--- src/rtl/pwconv_mac_accum.sv ---
// Pointwise (1x1) convolution MAC stage: accumulates CIN activation*weight
// products per pixel into four biased 32-bit sums and issues them with the
// pixel's cnt/pos tags to the rescale/ReLU stage.
module pwconv_mac_accum #(
  parameter int CIN  = 16,
  parameter int CH_W = 4
) (
  input  logic               clk,
  input  logic               rst_b,
  input  logic               en,
  input  logic               clr,
  input  logic               in_valid,
  input  logic signed [7:0]  act,
  input  logic signed [7:0]  w0,
  input  logic signed [7:0]  w1,
  input  logic signed [7:0]  w2,
  input  logic signed [7:0]  w3,
  input  logic signed [31:0] bias0,
  input  logic signed [31:0] bias1,
  input  logic signed [31:0] bias2,
  input  logic signed [31:0] bias3,
  input  logic [4:0]         cnt_in,
  input  logic [3:0]         pos_in,
  output logic               out_valid,
  output logic [4:0]         cnt_out,
  output logic [3:0]         pos_out,
  output logic signed [31:0] data_out0,
  output logic signed [31:0] data_out1,
  output logic signed [31:0] data_out2,
  output logic signed [31:0] data_out3
);

  localparam logic [CH_W-1:0] LAST_CH = CH_W'(CIN - 1);

  logic signed [7:0]  w    [4];
  logic signed [31:0] bias [4];

  assign w[0] = w0;
  assign w[1] = w1;
  assign w[2] = w2;
  assign w[3] = w3;
  assign bias[0] = bias0;
  assign bias[1] = bias1;
  assign bias[2] = bias2;
  assign bias[3] = bias3;

  // Channel counter and stage-1 (product) registers
  logic [CH_W-1:0]    ch_q, ch_d;
  logic               s1Valid_q, s1Valid_d;
  logic               s1First_q, s1First_d;
  logic               s1Last_q, s1Last_d;
  logic signed [15:0] prod_q [4];
  logic signed [15:0] prod_d [4];
  // Bias and tags travel with the channel-0 beat until the group finishes
  logic signed [31:0] bias_q [4];
  logic signed [31:0] bias_d [4];
  logic [4:0]         cntTag_q, cntTag_d;
  logic [3:0]         posTag_q, posTag_d;
  // Stage-2 accumulators and output registers
  logic signed [31:0] acc_q [4];
  logic signed [31:0] acc_d [4];
  logic signed [31:0] sum   [4];
  logic               outValid_q, outValid_d;
  logic [4:0]         cntOut_q, cntOut_d;
  logic [3:0]         posOut_q, posOut_d;
  logic signed [31:0] dataOut_q [4];
  logic signed [31:0] dataOut_d [4];

  // Next-state: clr aborts the group, otherwise advance both pipeline stages
  always_comb begin
    ch_d       = ch_q;
    s1Valid_d  = s1Valid_q;
    s1First_d  = s1First_q;
    s1Last_d   = s1Last_q;
    cntTag_d   = cntTag_q;
    posTag_d   = posTag_q;
    outValid_d = outValid_q;
    cntOut_d   = cntOut_q;
    posOut_d   = posOut_q;
    for (int k = 0; k < 4; k++) begin
      prod_d[k]    = prod_q[k];
      bias_d[k]    = bias_q[k];
      acc_d[k]     = acc_q[k];
      dataOut_d[k] = dataOut_q[k];
      sum[k]       = (s1First_q ? bias_q[k] : acc_q[k]) + 32'(prod_q[k]);
    end

    if (clr) begin
      ch_d       = '0;
      s1Valid_d  = 1'b0;
      outValid_d = 1'b0;
      for (int k = 0; k < 4; k++) acc_d[k] = '0;
    end else begin
      s1Valid_d = in_valid;
      if (in_valid) begin
        s1First_d = (ch_q == '0);
        s1Last_d  = (ch_q == LAST_CH);
        ch_d      = (ch_q == LAST_CH) ? '0 : ch_q + 1'b1;
        for (int k = 0; k < 4; k++) prod_d[k] = 16'(act) * 16'(w[k]);
        if (ch_q == '0) begin
          cntTag_d = cnt_in;
          posTag_d = pos_in;
          for (int k = 0; k < 4; k++) bias_d[k] = bias[k];
        end
      end

      outValid_d = 1'b0;
      if (s1Valid_q) begin
        for (int k = 0; k < 4; k++) acc_d[k] = sum[k];
        if (s1Last_q) begin
          outValid_d = 1'b1;
          cntOut_d   = cntTag_q;
          posOut_d   = posTag_q;
          for (int k = 0; k < 4; k++) dataOut_d[k] = sum[k];
        end
      end
    end
  end

  // State registers: async clear, frozen whenever en is low
  always_ff @(posedge clk or negedge rst_b) begin
    if (!rst_b) begin
      ch_q       <= '0;
      s1Valid_q  <= 1'b0;
      s1First_q  <= 1'b0;
      s1Last_q   <= 1'b0;
      cntTag_q   <= '0;
      posTag_q   <= '0;
      outValid_q <= 1'b0;
      cntOut_q   <= '0;
      posOut_q   <= '0;
      for (int k = 0; k < 4; k++) begin
        prod_q[k]    <= '0;
        bias_q[k]    <= '0;
        acc_q[k]     <= '0;
        dataOut_q[k] <= '0;
      end
    end else if (en) begin
      ch_q       <= ch_d;
      s1Valid_q  <= s1Valid_d;
      s1First_q  <= s1First_d;
      s1Last_q   <= s1Last_d;
      cntTag_q   <= cntTag_d;
      posTag_q   <= posTag_d;
      outValid_q <= outValid_d;
      cntOut_q   <= cntOut_d;
      posOut_q   <= posOut_d;
      for (int k = 0; k < 4; k++) begin
        prod_q[k]    <= prod_d[k];
        bias_q[k]    <= bias_d[k];
        acc_q[k]     <= acc_d[k];
        dataOut_q[k] <= dataOut_d[k];
      end
    end
  end

  assign out_valid = outValid_q;
  assign cnt_out   = cntOut_q;
  assign pos_out   = posOut_q;
  assign data_out0 = dataOut_q[0];
  assign data_out1 = dataOut_q[1];
  assign data_out2 = dataOut_q[2];
  assign data_out3 = dataOut_q[3];

endmodule

--- config.mk ---
export PLATFORM = sky130hd
export DESIGN_NAME = pwconv_mac_accum
export DESIGN_NICKNAME = d
export VERILOG_FILES = /design/src/rtl/pwconv_mac_accum.sv
export SDC_FILE = /design/constraint.sdc
export NUM_CORES = 2
export LEC_CHECK = 0
export ABC_AREA = 0
export CAP_MARGIN = 20
export CORE_MARGIN = 2
export CORE_UTILIZATION = 54
export CTS_CLUSTER_DIAMETER = 80
export CTS_CLUSTER_SIZE = 16
export DETAILED_ROUTE_END_ITERATION = 10
export GPL_TIMING_DRIVEN = 0
export PLACE_DENSITY_LB_ADDON = 0.08
export SLEW_MARGIN = 40
export SYNTH_ARGS = -nofsm -noshare
export SYNTH_HDL_FRONTEND = slang
export SYNTH_SLANG_ARGS = --single-unit
--- constraint.sdc ---
create_clock -name clk -period 4 [get_ports clk]
set_input_delay 0.8 -clock clk [delete_from_list [all_inputs] [get_ports clk]]
set_output_delay 0.8 -clock clk [all_outputs]
set_load 0.1 [all_outputs]
After elaboration in Yosys (flattened, before gate mapping) --
Cells that the tools add are included.
Storage, ports and cells: flip-flop bits (word level) 474, logic and storage cells 57, output and inout port bits 138, input port bits 182
Cells by class: eq/ne operators 1, reduce and logical (&&, ||, !) cells 8, $mul 4, bitwise logic cells 1, multiplexer cells 13, add/subtract/negate cells 5
Operator list (count):
- two-way mux 128 bit | 2
- adder 32 x 16 -> 32 bit | 4
- two-way mux 32 bit | 4
- multiplier 8 x 8 -> 16 bit | 4
- two-way mux 4 bit | 3
- AND reduction 4 bit | 2
- adder 4 x 1 -> 4 bit (second input constant) | 1
- equality test 4 bit (second input constant) | 1
- zero test 4 bit | 1
- two-way mux 1 bit | 4
- AND reduction 2 bit | 2
- nonzero test 2 bit | 2
- AND reduction 3 bit | 1
- NOT 1 bit | 1

Longest topological paths before layout --
word-level depth 4, gate-level depth with buffers 20

Worst setup path before layout --
No wires, ideal clock.
path kind input to register, from input act[5], to register prod_q[30] (netlist name), arrival 4.879 ns, buffers on the path 1, slack -0.975 ns, cell stages on the path 19, library setup time 0.095 ns, cells stage by stage clkbuf_1 and2_1 fa_1 inv_1 fa_1 inv_1 fa_1 inv_1 fa_1 inv_1 ha_1 a21oi_1 o21bai_1 a21oi_1 o21ai_1 and2_1 o311a_1 o21a_1 o31ai_1
Between the ends: word-level cells in the longest chain between the ends 1
Ends and longest elaborated chain:
- start, declared | line 13 | input logic signed [7:0] act,
- multiplier 8 x 8 -> 16 bit | line 99 | for (int k = 0; k < 4; k++) prod_d[k] = 16'(act) * 16'(w[k]);
- end signal, assigned by index | line 149 | prod_q[k] <= prod_d[k];
- end, declared | line 52 | logic signed [15:0] prod_q [4];
Every way passes these cells. A chain may end at the register's enable or synchronous reset.

Final worst setup path --
Ends and elaborated chain as after synthesis.

==> flow_summary.yaml <==
routing:
  postRouteAntennaNets: 0
  remaining_drc_errors: 0
  detail_route.wl_per_cell_um: 19.5
  drt_iter0_drc: 1818
  vias_per_cell: 5.55
  routed_wl_um: 94800
  num_vias: 27000
  drt_pass1_iterations: 5
cts:
  htreeDepth: 2
  insertion_delay_ns: 0.59
  clk_pin_slew_ns: 0.07
  cts.path.max_buffers: 3
  cts_tree: "yes"
  clock_sinks: 474
  cts_root_buf: "clkbuf_16"
  cts_hold_buf: 0
  cts_inserted_buffers: 37
synthesis:
  yosysTopAreaCell: "dfrtp_1"
  async_flop_share_pct: 100
  ys.flop_type: "dfrtp_1"
  ys_types: 74
  yosysWarnings: 0
  synth_edf_count: 0
  synth_top_cell_area_share_pct: 34.3
  ys_top_cells_by_area: "dfrtp_1, fa_1, ha_1, mux2_2, nand2_1"
  yosysSeqAreaShare_pct: 34.3
  netlist_instances: 3543
  synth_fp_nets: 4191
  syn_area_per_cell_sq_um: 9.76
  ys_seq_elements: 474
  netlist_area_sq_um: 34600
finish:
  final_cell_mix: "nand2_1, dfrtp_1, inv_1"
  drive_above_1_share_pct: 21.9
  fin_cells: 4861
  final_area_sq_um: 41700
  nets: 4651
  fin_util_pct: 66.0
  area_growth_pct: 20.7
  final_common_cell: "nand2_1"
  num-fill-cells: 5213
power:
  power_per_cell_area_nw_per_um2: 641
  p_leak_nw: 20.3
  total_power_mw: 26.7
  ir_worst_vdd_uv: 553
timing:
  holdWs_ns: 0.0810
  tightest_slew_ns: 0.926
  setup_slack_ns: -0.604
  post-route-min-period_ns: 4.60
  max_slew_margin_pct: 38.3
  hold_violations: 0
  setup_tns_ns: -8.22
  rsz0062_at_grt: "yes"
  finClkSkew_ns: 0.0405
  period_share_pct: 115
  final-setup-viol-count: 25
  slew_violations: 0
  timing.fmax_mhz: 217
critical_path:
  critPathLaunchType: "input pin"
  r2r_cells: 15
  critPathTopFamily: "adder cells"
  cp.buffers_inverters: 6
  critPathRequiredTime_ns: 4.47
  slowest_stage: "fa_1"
  crit_start: "act[5]"
  worstSetupEndpointType: "register"
  critical_path.max_stage_delay_ns: 0.54
  rrSetupSlack_ns: 0.09
  r2r_end: "data_out1[24]$_DFFE_PN0P_"
  arrival_ns: 5.08
  cp_max_fo: 5
  critical_path.most_common_cell: "fa_1"
  crit_type: "in2reg"
  path_cells: "buf_12, clkbuf_16, and2_4, fa_1, inv_2, fa_1, inv_1, fa_1, inv_1, fa_1, inv_2, ha_4, a21oi_4, o21bai_1, a21oi_2, o21ai_1, and2_4, o311a_1, o21a_1, o31ai_2"
  rr_startpoint: "s1First_q$_DFFE_PN0P_"
grt:
  use_met2_pct: 47.3
  grt_pass1_wl_um: 151000
  grt_pass1_vias: 27200
  grtUsageMet3_pct: 3.75
  antenna_found_initial: 10
  grt_max_degree: 68
  grt_overflow: 0
  busiest_layer: "met2"
  grt_util_all_layers_pct: 28.9
  met1_usage_pct: 40.8
die:
  fp.dieW_um: 257
  io-pin-count: 320
  dieHeight_um: 257
  fp-row-count: 92
  fp.dieArea_sq_um: 66100
  core_sq_um: 63200
  start_util_pct: 54.7
run:
  maxCapViolations: 0
placement:
  gp_congestion: 0.887
  postPlaceCellArea_sq_um: 38800
  hpwl_um: 71400
  port_buffers: 319
  place_ws_ns: -2.05
  dp_cells: 4717
status:
  status: "finished, violations left"
  violations: "setup timing"
min_path:
  min_path_type: "in2async"
[kinds of logic (layout without fill, tap and decap cells)]
logic type,after synthesis,count (layout),synth area share (%)
compound gates,718,718,12.6
xor+xnor,167,167,4.23
fa+ha+maj,466,466,21.7
buf+inv,503,968,5.46
flops,474,474,34.3
mux,274,274,8.90
other cells,0,7,0
simple gates,941,941,12.7
[worst max path at each step]
stage	to	depth (start not counted)
2_1_floorplan	prod_q[30]$_DFFE_PN0P_	19
3_3_place_gp	data_out2[9]$_DFFE_PN0P_	1
3_5_place_dp	prod_q[62]$_DFFE_PN0P_	21
4_1_cts	prod_q[30]$_DFFE_PN0P_	22
5_1_grt	prod_q[31]$_DFFE_PN0P_	23
6_report	prod_q[30]$_DFFE_PN0P_	20
[Yosys cell counts (6+ instances only)]
library cell / n
a211o_1: 6
a211oi_1: 18
a21o_1: 68
a21oi_1: 132
a22o_1: 12
a31o_2: 6
a31oi_1: 16
and2_1: 177
and3_1: 19
buf_1: 18
clkbuf_1: 124
dfrtp_1: 474
fa_1: 224
ha_1: 242
inv_1: 360
mux2_2: 267
mux2i_1: 7
nand2_1: 490
nand2b_1: 26
nand3_1: 40
nand4_1: 15
nor2_1: 80
nor2b_1: 28
nor3_1: 30
o211ai_1: 9
o21a_1: 22
o21ai_0: 272
o21ai_1: 52
o21bai_1: 18
o22ai_1: 7
o31ai_1: 22
o41ai_1: 6
or2_2: 8
or3_1: 10
xnor2_1: 93
xor2_1: 74
[metal layers]
| layer | up-vias | share of wire [%] |
|---|---|---|
| li1 | 12800 | - |
| met1 | 13400 | 44 |
| met2 | 688 | 47 |
| met3 | 132 | 5.8 |
| met4 | 6 | 2.6 |
| met5 | - | 0.053 |
[report_power, final]
part	internal (mW)	total, mW	switching (mW)
Clock	1.74	3.53	1.79
Combinational	7.49	16.3	8.77
Sequential	6.04	6.94	0.901
[registers in the layout, indices dropped and copies added, names as in the netlist]
register and flops:
data_out3 32, acc_q 128, data_out2 32, cntTag_q 5, s1Last_q 1, s1First_q 1
ch_q 4, pos_out 4, out_valid 1, s1Valid_q 1, bias_q 128, cnt_out 5
data_out1 32, prod_q 64, posTag_q 4, data_out0 32
[timing repair]
| item | in CTS | in global routing |
|---|---|---|
| gates resized for setup | 351 | 118 |
| setup endpoints to repair | 196 | 95 |
| endpoints found under the hold margin | 0 | 0 |
| setup buffers | 60 | 35 |
| pin swaps | 81 | 93 |
| cloned | 9 | 0 |
[area by class of cell]
| cell class | instances | area [sq um] | share of cell area, % |
|---|---|---|---|
| multi-input combinational | 2566 | 21900 | 52.4 |
| sequential | 474 | 11900 | 28.4 |
| timing repair buffer | 425 | 3480 | 8.35 |
| inverter | 360 | 1350 | 3.25 |
| tap | 846 | 1060 | 2.54 |
| buffer | 139 | 1030 | 2.47 |
| clock buffer | 40 | 968 | 2.32 |
| clock inverter | 4 | 57.6 | 0.138 |
| antenna | 7 | 17.5 | 0.0420 |
Power figures use the tool's default switching activity.
